### src/rtl/hwm_pkg.sv
// hwm_pkg: shared constants, id-width helper and result record for the half-word match arbiter
package hwm_pkg;

  localparam logic [15:0] MATCH_VAL_DEF = 16'h0001;

  // Width of a requester index: clog2(n), never less than one bit.
  function automatic int id_w(input int n);
    return (n <= 2) ? 1 : $clog2(n);
  endfunction

  // Result record; id is sized for the largest supported requester count (8).
  typedef struct packed {
    logic [2:0] id;
    logic       flag;
  } hwm_res_t;

endpackage

### src/rtl/halfword_match.sv
// halfword_match: flag is 0 only when both halves of word equal MATCH_VAL
module halfword_match
  import hwm_pkg::*;
#(
  parameter int                      DATA_WIDTH = 32,
  parameter logic [DATA_WIDTH/2-1:0] MATCH_VAL  = MATCH_VAL_DEF
) (
  input  logic [DATA_WIDTH-1:0] word,
  output logic                  flag
);

  localparam int HW = DATA_WIDTH / 2;

  assign flag = !((word[DATA_WIDTH-1:HW] == MATCH_VAL) & (word[HW-1:0] == MATCH_VAL));

endmodule

### src/rtl/halfword_match_arbiter.sv
// halfword_match_arbiter: round-robin share of one registered half-word match unit; HWM_STATS_EN adds per-requester match counters
module halfword_match_arbiter
  import hwm_pkg::*;
#(
  parameter int                      DATA_WIDTH = 32,
  parameter int                      REQ_CNT    = 2,
  parameter logic [DATA_WIDTH/2-1:0] MATCH_VAL  = MATCH_VAL_DEF,
  parameter int                      CNT_WIDTH  = 8
) (
  input  logic                          clk,
  input  logic                          rst_n,
  input  logic [REQ_CNT-1:0]            req_valid,
  input  logic [REQ_CNT*DATA_WIDTH-1:0] req_data,
  output logic [REQ_CNT-1:0]            req_ready,
  output logic                          res_valid,
  input  logic                          res_ready,
  output logic [id_w(REQ_CNT)-1:0]      res_id,
`ifdef HWM_STATS_EN
  input  logic                          stat_clr,
  output logic [REQ_CNT*CNT_WIDTH-1:0]  stat_match,
`endif
  output logic                          res_flag
);

  localparam int IDW = id_w(REQ_CNT);

  logic [IDW-1:0]        rr_ptr;
  logic [IDW-1:0]        gnt;
  logic [IDW-1:0]        idx;
  logic                  gnt_vld;
  logic                  acc;
  logic                  can_accept;
  logic                  flag;
  logic [DATA_WIDTH-1:0] word;

  assign can_accept = !res_valid | res_ready;
  assign acc        = gnt_vld & can_accept;
  assign req_ready  = acc ? (REQ_CNT'(1) << gnt) : '0;

  // Round-robin scan from rr_ptr; walking offsets downward leaves the nearest valid requester as winner.
  always_comb begin
    gnt     = '0;
    gnt_vld = 1'b0;
    idx     = '0;
    for (int k = REQ_CNT - 1; k >= 0; k--) begin
      idx = IDW'((int'(rr_ptr) + k) % REQ_CNT);
      if (req_valid[idx]) begin
        gnt     = idx;
        gnt_vld = 1'b1;
      end
    end
  end

  // Steer the granted requester's word into the single shared match unit.
  always_comb begin
    word = '0;
    for (int k = 0; k < REQ_CNT; k++)
      if (gnt == IDW'(k)) word = req_data[k*DATA_WIDTH +: DATA_WIDTH];
  end

  halfword_match #(
    .DATA_WIDTH (DATA_WIDTH),
    .MATCH_VAL  (MATCH_VAL)
  ) u_match (
    .word (word),
    .flag (flag)
  );

  // Result register: load on accept (also when popping in the same cycle), drop on a pop without accept.
  always_ff @(posedge clk or negedge rst_n) begin
    if (!rst_n) begin
      res_valid <= 1'b0;
      res_id    <= '0;
      res_flag  <= 1'b0;
      rr_ptr    <= '0;
    end else if (acc) begin
      res_valid <= 1'b1;
      res_id    <= gnt;
      res_flag  <= flag;
      rr_ptr    <= (gnt == IDW'(REQ_CNT - 1)) ? '0 : gnt + 1'b1;
    end else if (res_ready) begin
      res_valid <= 1'b0;
    end
  end

`ifdef HWM_STATS_EN
  logic [CNT_WIDTH-1:0] cnt [REQ_CNT];

  for (genvar i = 0; i < REQ_CNT; i++) begin : g_stat
    assign stat_match[i*CNT_WIDTH +: CNT_WIDTH] = cnt[i];
  end

  // Count consumed matching results per requester, saturating; clear wins over an increment.
  always_ff @(posedge clk or negedge rst_n) begin
    if (!rst_n) begin
      for (int k = 0; k < REQ_CNT; k++) cnt[k] <= '0;
    end else if (stat_clr) begin
      for (int k = 0; k < REQ_CNT; k++) cnt[k] <= '0;
    end else if (res_valid & res_ready & !res_flag & ~&cnt[res_id]) begin
      cnt[res_id] <= cnt[res_id] + 1'b1;
    end
  end
`endif

endmodule

### config.mk
export PLATFORM = sky130hd
export DESIGN_NAME = halfword_match_arbiter
export DESIGN_NICKNAME = d
export VERILOG_FILES = /design/src/rtl/hwm_pkg.sv /design/src/rtl/halfword_match.sv /design/src/rtl/halfword_match_arbiter.sv
export SDC_FILE = /design/constraint.sdc
export NUM_CORES = 1
export LEC_CHECK = 0
export CAP_MARGIN = 20
export CORE_UTILIZATION = 17
export DETAILED_ROUTE_END_ITERATION = 10
export PLACE_DENSITY_LB_ADDON = 0.2
export SLEW_MARGIN = 25
export SYNTH_ARGS = -nofsm -noshare
export SYNTH_HDL_FRONTEND = slang
export SYNTH_SLANG_ARGS = --single-unit
### constraint.sdc
create_clock -name clk -period 1.4 [get_ports clk]
set_clock_uncertainty 0.05 [all_clocks]
set_input_delay 0.28 -clock clk [delete_from_list [all_inputs] [get_ports clk]]
set_output_delay 0.28 -clock clk [all_outputs]
set_load 0.02 [all_outputs]
==> After elaboration in Yosys (flattened, before gate mapping) <==
Cells that the tools add are included.
{ "totals": {"regBits": 4, "in_bits": 69, "out_inout_bits": 5, "word_cells": 30} }
{ "classes": {"n_addsub": 2, "n_lt_le_gt_ge": 2, "eq_ne": 2, "n_shift": 1, "mux": 13, "n_bitwise": 3, "n_reduce_logical": 3} }
{ "op_table": {"columns": ["op", "n"], "rows": [
  ["16-bit by 1-bit equality test with 1-bit output (second input constant)", 2],
  ["32-bit 2-to-1 mux", 1],
  ["1-bit 2-to-1 mux", 11],
  ["1-bit by 2-bit < comparator with 1-bit output (second input constant)", 2],
  ["1-bit adder (second input constant)", 2],
  ["1-bit AND", 2],
  ["1-bit logical NOT", 2],
  ["2-bit 2-to-1 mux", 1],
  ["2-bit nonzero test", 1],
  ["1-bit by 1-bit left shift with 2-bit output (first input constant)", 1],
  ["1-bit OR", 1]
]} }

==> Logic depth before layout (Yosys ltp) <==
Gate-level depths: netlist of the first run.
{ "depth": {"ltp_word": 9, "mapped_depth": 4, "ltp_nobuf": 4} }

==> Modules after synthesis <==
From an unflattened synthesis of the first run, not the netlist that was laid out.
{ "hier_totals": {"cells_unflattened": 66, "area_unflattened_um2": 701.9} }
{ "modules_own_cells": {"columns": ["mod", "instances", "cells_per_inst", "area_each_um2", "seq_area_each_um2"], "rows": [
  ["halfword_match_arbiter", 1, 55, 596.8, 100.1],
  ["halfword_match", 1, 11, 105.1, 0.0]
]} }

==> Least setup slack after synthesis of the first run <==
OpenSTA, ideal clock, no wires.
{ "synth_path": {"path_kind": "flip-flop to output port", "from": "register res_valid", "to": "output req_ready[0]", "t_arrival_ps": 1055, "t_required_ps": 1070, "slack_ps": 15, "stages_incl_launch_ff": 4, "n_path_buf": 0, "cell_sequence": "dfrtp_1 > nand2b_1 > nand2_1 > a21oi_1"} }
{ "synth_via": {"elab_chain_len": 4} }
{ "synth_rtl": {"columns": ["element", "line_no", "text"], "rows": [
  ["start: declaration", "halfword_match_arbiter.sv:15", "output logic res_valid,"],
  ["start signal: assignment", "halfword_match_arbiter.sv:72", "res_valid <= 1'b0;"],
  ["start signal: assignment", "halfword_match_arbiter.sv:77", "res_valid <= 1'b1;"],
  ["start signal: assignment", "halfword_match_arbiter.sv:82", "res_valid <= 1'b0;"],
  ["1-bit logical NOT", "halfword_match_arbiter.sv:36", "assign can_accept = !res_valid | res_ready;"],
  ["1-bit OR", "halfword_match_arbiter.sv:36", null],
  ["1-bit AND", "halfword_match_arbiter.sv:37", "assign acc = gnt_vld & can_accept;"],
  ["2-bit 2-to-1 mux", "halfword_match_arbiter.sv:38", "assign req_ready = acc ? (REQ_CNT'(1) << gnt) : '0;"],
  ["end: declaration", "halfword_match_arbiter.sv:14", "output logic [REQ_CNT-1:0] req_ready,"]
]} }
No other way between the ends.

==> Worst setup path in the final report of the first run <==
Ends and elaborated chain as after synthesis.

==> qor.txt, run 1 <==
FLOORPLANNING
----------------------------------------------------------------------------------------------------
Area inside the core boundary                                                             1780 sq um
Cell Rows                                                                                         15
Die boundary height                                                                          46.3 um
Count of boundary I/O pins                                                                        74
Horizontal extent of the die                                                                 46.3 um
Full die area                                                                             2150 sq um
Effective utilization at floorplan                                                             18.7%

WORST SETUP PATH
----------------------------------------------------------------------------------------------------
Startpoint types                                                                                flop
Crit-path cells                                                                         nand2b_4, nand2_2, a21oi_2, buf_6
Critical Path Max Stage Delay                                                                0.40 ns
Number of cells traversed by the worst register-to-register path                                   6
Worst setup path startpoint                                                                res_valid
Register-to-Register Setup Slack                                                             0.03 ns
WP data required                                                                             1.07 ns
Arrival @ worst endpoint                                                                     1.07 ns
WS Path Type                                                                            flop to output pin
Slowest CP cell                                                                              dfrtp_1
Origin of the critical flop-to-flop path                                                   res_valid
Critical path destination                                                               req_ready[0]
Capture point of the worst reg-to-reg path                                                  res_flag
Worst setup EP type                                                                       output pin
Worst-path maximum fanout                                                                          3

CLOCK NETWORK
----------------------------------------------------------------------------------------------------
CTS tree                                                                                       built
Bufs on Longest Clock Path                                                                         2
Number of buffers created by CTS                                                                   3
Number of sinks handled by clock tree synthesis                                                    4
Insertion delay of the later-clocked pin in the worst-skew pair                              0.25 ns
Hold bufs inserted after CTS                                                                       0
CTS H-Tree Depth                                                                                   1
Clock-pin slew reported for the worst setup and hold paths after clock tree synthesis        0.04 ns
Root buf cell                                                                               clkbuf_4

FINAL LAYOUT
----------------------------------------------------------------------------------------------------
Final Net Count                                                                                  196
Multi-input gate area in the final layout                                                  298 sq um
Inserted Diodes                                                                                    0
Sequential Area                                                                            100 sq um
P&R area growth vs syn                                                                          263%
Fraction of layout cells with a size suffix above 1                                            20.0%
Fill cell count                                                                                  163

TIMING
----------------------------------------------------------------------------------------------------
Min Hold Slack                                                                              0.186 ns
Final setup vio count                                                                              0
Max Clock Freq                                                                               717 MHz
Share of the clock period used by the worst path after layout                                  99.7%
Worst Max-Slew Pin Slew                                                                     0.258 ns
Final Hold Fails                                                                                   0
Worst slew margin relative to its limit                                                        82.5%
Final critical delay including setup and external delays                                     1.40 ns
Setup total negative slack                                                                      0 ns
Post-route worst setup slack                                                              0.00443 ns
Unrepaired setup endpoints after global routing                                                 true
Max Transition Viols Final                                                                         0

SYNTHESIS
----------------------------------------------------------------------------------------------------
Largest area contributor in the synthesized netlist                                          dfrtp_1
Post-synthesis cell type count                                                                    16
Total of flip-flops plus latches after synthesis                                                   4
Syn Area/Cell                                                                             8.15 sq um
Top cell types by occurrence after synthesis                                            nor4_1 (12), dfrtp_1 (4), nand2_1 (4), nand4_1 (4), nor4b_1 (3)
Synth warnings                                                                                     0
Share of Yosys cell area claimed by the top area cell type                                     30.0%
Biggest area contributors in the synthesized netlist                                    dfrtp_1 (30%), nor4_1 (22%), nor4b_1 (7.9%)
Count leader, synth                                                                           nor4_1
Sequential area share after synthesis                                                          30.0%
Ys flop type                                                                                 dfrtp_1
Number of cells produced by synthesis                                                             41
Ys async rst share                                                                              100%
Number of flops mapped to enable cells by yosys                                                    0
Cell area after technology mapping                                                         334 sq um
Synthesized Nets                                                                                 110

PLACE
----------------------------------------------------------------------------------------------------
Post-Place Worst Slack                                                                     -0.625 ns
HPWL after detailed placement                                                                1.50 mm
Number of buffers added on ports                                                                  73
Weighted congestion at the end of routability-driven global placement                          0.672

DRT
----------------------------------------------------------------------------------------------------
Routed wire length                                                                           1.77 mm
Remaining antenna violation count after routing                                                    0
Vias/cell                                                                                       4.60
First drt pass iteration count                                                                     4
Detailed router's first-iteration violation count                                                  5
Number of remaining DRC errors                                                                     0
Vias                                                                                             690
Final routed wire length divided by cell count                                               11.8 um

GLOBAL ROUTING
----------------------------------------------------------------------------------------------------
Grt total ovfl                                                                                     0
Maximum number of pins on one net before global-route repair                                       6
Vias in the first global route                                                                   668
Number of antenna violations at the first check in global routing                                  0
Global router's overall resource usage                                                         16.9%
Global-route wire length before repair                                                       2.49 mm

POWER AND IR DROP
----------------------------------------------------------------------------------------------------
LEAKAGE                                                                                     0.506 nW
Maximum vdd drop                                                                            0.276 mV
Post-layout total power                                                                     0.577 mW
Total power density per cell area                                                        476 nW/um^2

MIN PATH
----------------------------------------------------------------------------------------------------
Worst min-delay path category                                                           primary input to async pin

FLOW RUN
----------------------------------------------------------------------------------------------------
Number of violations of the max-capacitance limit                                                  0

STATUS
----------------------------------------------------------------------------------------------------
Outcome                                                                                 complete, no violations

[per-stage QoR]
step | instance area, sq um | utilization [%] | cells
3_3_place_gp | 1130 | 63.6 | 144
6_report | 1210 | 67.9 | 150
4_1_cts | 1180 | 66.2 | 148
5_1_grt | 1210 | 67.9 | 150
2_1_floorplan | 334 | - | 41
3_5_place_dp | 1130 | 63.6 | 144
[final cells by class]
cell class,instances,area share [%]
Timing Repair Buffer,81,62.1
Sequential cell,4,8.26
Clock buffer,3,1.86
Multi-Input combinational cell,35,24.6
Inverter,2,0.620
Tap cell,25,2.58
[sequential cells by signal, summed over array words and instances (netlist names)]
name / count
res_flag: 1
res_id: 1
res_valid: 1
rr_ptr: 1
[timing repair]
item | 4_1_cts | 5_1_grt
pin swaps | 12 | 5
setup endpoints to repair | 6 | 3
buffers inserted | 1 | 2
gates resized for setup | 57 | 3
[kinds of logic after synthesis]
family	share of synthesized area [%]
AOI/OAI and AO/OA	13.1
buffers and inverters	2.25
DFF	30.0
and+or+nand+nor	54.7
[layer usage]
metal  GRT usage (%)  vias to the layer above  routed length (um)
met2            32.2                       47                 989
met3            7.45                        3                 217
li1                -                      341                   -
met4            9.41                        0                  13
met1            14.1                      299                 545
met5               0                        -                   0
[worst max-delay path: cells and delay by family, from the launching register on]
family	cells	cell delay [ns]
AOI/OAI and AO/OA	1	0.13
buffers and inverters	1	0.13
DFF	1	0.40
and+or+nand+nor	2	0.16
[report_power, final]
| group | internal, mW | switching, mW | leakage, nW |
|---|---|---|---|
| Sequential | 0.129 | 0.00925 | 0.0417 |
| Clock | 0.0962 | 0.0539 | 0.0138 |
| Combinational | 0.196 | 0.0920 | 0.451 |
[cells in the final DEF (no fill, tap or decap), drive strengths merged, types with 2 or more instances in the layout]
cell           synthesis  final
nor4b                  4      4
nand4                  4      4
clkbuf                 0      3
nor4                  12     12
dfrtp                  4      4
dlygate4sd2            0     35
inv                    2      2
a21oi                  2      2
buf                    0     10
nand2b                 2      2
nand2                  4      4
clkdlybuf4s50          0     35
[how the worst min path moves through the flow]
stage                 from       end  cells past startpoint
floorplan            rst_n  res_flag                      0
global placement    res_id    res_id                      2
detailed placement  res_id    res_id                      2
CTS                  rst_n  res_flag                      1
global route         rst_n    res_id                      1
finish               rst_n    res_id                      1
No activity file was read; power rests on OpenSTA's default activity.
==> run 2: changes to the inputs <==
- CORE_UTILIZATION: 17 -> 18
- GPL_TIMING_DRIVEN: unset -> 1
- clock period: 1.4 -> 1.79 ns (I/O delays scaled with it)
==> run 2 against run 1 <==
  * Sequential power fell by 22%
  * Register-to-register slack better by 0.48 ns
  * Clock power shrank 27%
  * Wire length decreased by 3.7%
  * Via count is 0.14% higher
  * Worst setup slack improved by 0.070 ns
  * Count of clock-buffer cells in the layout unchanged
  * Critical path depth grew 1
==> qor.txt, run 2 (synthesis results as in run 1) <==
GLOBAL ROUTING
----------------------------------------------------------------------------------------------------
Global-route wire length before repair                                                       2.42 mm
Vias in the first global route                                                                   680
Number of antenna violations at the first check in global routing                                  0
Maximum number of pins on one net before global-route repair                                       5
Grt total ovfl                                                                                     0
Global router's overall resource usage                                                         16.4%

FINAL LAYOUT
----------------------------------------------------------------------------------------------------
P&R area growth vs syn                                                                          250%
Commonest non-fill, non-tap cell in the layout                                          clkdlybuf4s50_1
Commonest cells after routing, fill and taps aside                                      clkdlybuf4s50_1 (71), nor4_1 (12), buf_4 (7)
Fill cell count                                                                                  162
Non-Filler Cell Area, Final                                                               1170 sq um
Fraction of layout cells with a size suffix above 1                                            12.1%
Final Net Count                                                                                  195
Inserted Diodes                                                                                    0
Multi-input gate area in the final layout                                                  234 sq um
Sequential Area                                                                            100 sq um

WORST SETUP PATH
----------------------------------------------------------------------------------------------------
Startpoint types                                                                        primary input
WP data required                                                                             1.38 ns
Origin of the critical flop-to-flop path                                                   res_valid
Worst-path maximum fanout                                                                          4
Arrival @ worst endpoint                                                                     1.31 ns
WS Path Type                                                                            primary input to output pin
Capture point of the worst reg-to-reg path                                                  res_flag
Register-to-Register Setup Slack                                                             0.51 ns
Number of cells traversed by the worst register-to-register path                                   5
Worst setup EP type                                                                       output pin

CLOCK NETWORK
----------------------------------------------------------------------------------------------------
Number of buffers created by CTS                                                                   3
Insertion delay of the later-clocked pin in the worst-skew pair                              0.23 ns
CTS H-Tree Depth                                                                                   1
CTS tree                                                                                       built
Number of sinks handled by clock tree synthesis                                                    4
Bufs on Longest Clock Path                                                                         2
Clock-pin slew reported for the worst setup and hold paths after clock tree synthesis        0.04 ns
Hold bufs inserted after CTS                                                                       0
Root buf cell                                                                               clkbuf_4

FLOORPLANNING
----------------------------------------------------------------------------------------------------
Count of boundary I/O pins                                                                        74
Area inside the core boundary                                                             1730 sq um
Cell Rows                                                                                         15
Effective utilization at floorplan                                                             19.3%
Die boundary height                                                                          45.1 um
Full die area                                                                             2030 sq um
Horizontal extent of the die                                                                 45.1 um

TIMING
----------------------------------------------------------------------------------------------------
Worst Max-Slew Pin Slew                                                                     0.283 ns
Unrepaired setup endpoints after global routing                                                false
Final critical delay including setup and external delays                                     1.72 ns
Min Hold Slack                                                                              0.275 ns
Max Clock Freq                                                                               583 MHz
Final Hold Fails                                                                                   0
Max Transition Viols Final                                                                         0
Share of the clock period used by the worst path after layout                                  95.8%
Final setup vio count                                                                              0
Worst slew margin relative to its limit                                                        80.9%

PLACE
----------------------------------------------------------------------------------------------------
HPWL after detailed placement                                                                1.55 mm
Number of buffers added on ports                                                                  73
Post-placement cell area                                                                  1150 sq um
Weighted congestion at the end of routability-driven global placement                          0.716

POWER AND IR DROP
----------------------------------------------------------------------------------------------------
Maximum vdd drop                                                                            0.463 mV
Total power density per cell area                                                        384 nW/um^2
LEAKAGE                                                                                     0.439 nW

DRT
----------------------------------------------------------------------------------------------------
First drt pass iteration count                                                                     4
Final routed wire length divided by cell count                                               11.4 um
Routed wire length                                                                           1.70 mm
Number of remaining DRC errors                                                                     0
Vias/cell                                                                                       4.64
Vias                                                                                             691
Detailed router's first-iteration violation count                                                  3
Remaining antenna violation count after routing                                                    0

FLOW RUN
----------------------------------------------------------------------------------------------------
Number of violations of the max-capacitance limit                                                  0

STATUS
----------------------------------------------------------------------------------------------------
Outcome                                                                                 complete, no violations

MIN PATH
----------------------------------------------------------------------------------------------------
Worst min-delay path category                                                           primary input to async pin

run 2: where the power goes:
part / total, mW / switching, mW / internal, mW
Sequential: 0.108 / 0.00754 / 0.101
Combinational: 0.232 / 0.0606 / 0.171
Clock: 0.109 / 0.0343 / 0.0748
Total: 0.449 / 0.102 / 0.347
run 2: layer usage:
| metal | vias up | track usage (%) | part of all wire, % |
|---|---|---|---|
| met1 | 304 | 12.5 | 29 |
| met3 | 0 | 8.00 | 14 |
| met5 | - | 0 | 0 |
| met4 | 0 | 3.64 | 0 |
| met2 | 48 | 35.1 | 57 |
| li1 | 339 | - | - |
run 2: worst max path at each step:
| stage | from | to | cells after the start |
|---|---|---|---|
| final | res_ready | req_ready[0] | 5 |
| after floorplan | res_valid | req_ready[0] | 3 |
| after global routing | res_ready | req_ready[0] | 5 |
| after CTS | res_ready | req_ready[1] | 5 |
| after global placement | res_ready | req_ready[0] | 5 |
| after detailed placement | res_ready | req_ready[0] | 5 |
run 2: final cells by class:
type / count / area share, %
Clock buffer: 3 / 1.93
Inverter: 2 / 0.642
Multi-Input combinational cell: 35 / 20.0
Sequential cell: 4 / 8.57
Tap cell: 25 / 2.68
Timing Repair Buffer: 80 / 66.2
run 2: stage by stage:
stage / total power [mW] / setup WS [ns] / setup TNS (ns) / std cells / util, %
after floorplan: 0.147 / 0.327 / 0 / 41 / -
after global placement: 0.338 / -0.408 / -0.809 / 146 / 66.5
after detailed placement: 0.342 / -0.410 / -0.827 / 146 / 66.5
after CTS: 0.459 / 0.0100 / 0 / 149 / 68.0
after global routing: 0.482 / 0.0185 / 0 / 149 / 67.7
final: 0.449 / 0.0748 / 0 / 149 / 67.7
run 2: timing repair:
action / CTS / global route
setup endpoints to repair: 2 / 1
endpoints found under the hold margin: 0 / 0
resized for setup: 8 / 1
setup buffers: 0 / 0
pin swaps: 0 / 0
run 2: worst max-delay path: stages:
cell	delay, ns
clkdlybuf4s50_1	0.46
nand2b_4	0.13
nand2_1	0.07
a21oi_1	0.11
buf_2	0.18
==> run 3: changes to the inputs <==
- HOLD_SLACK_MARGIN: unset -> 0.05
==> results of run 3 <==
The final DEF is identical to that of run 2; final timing and power are the same.
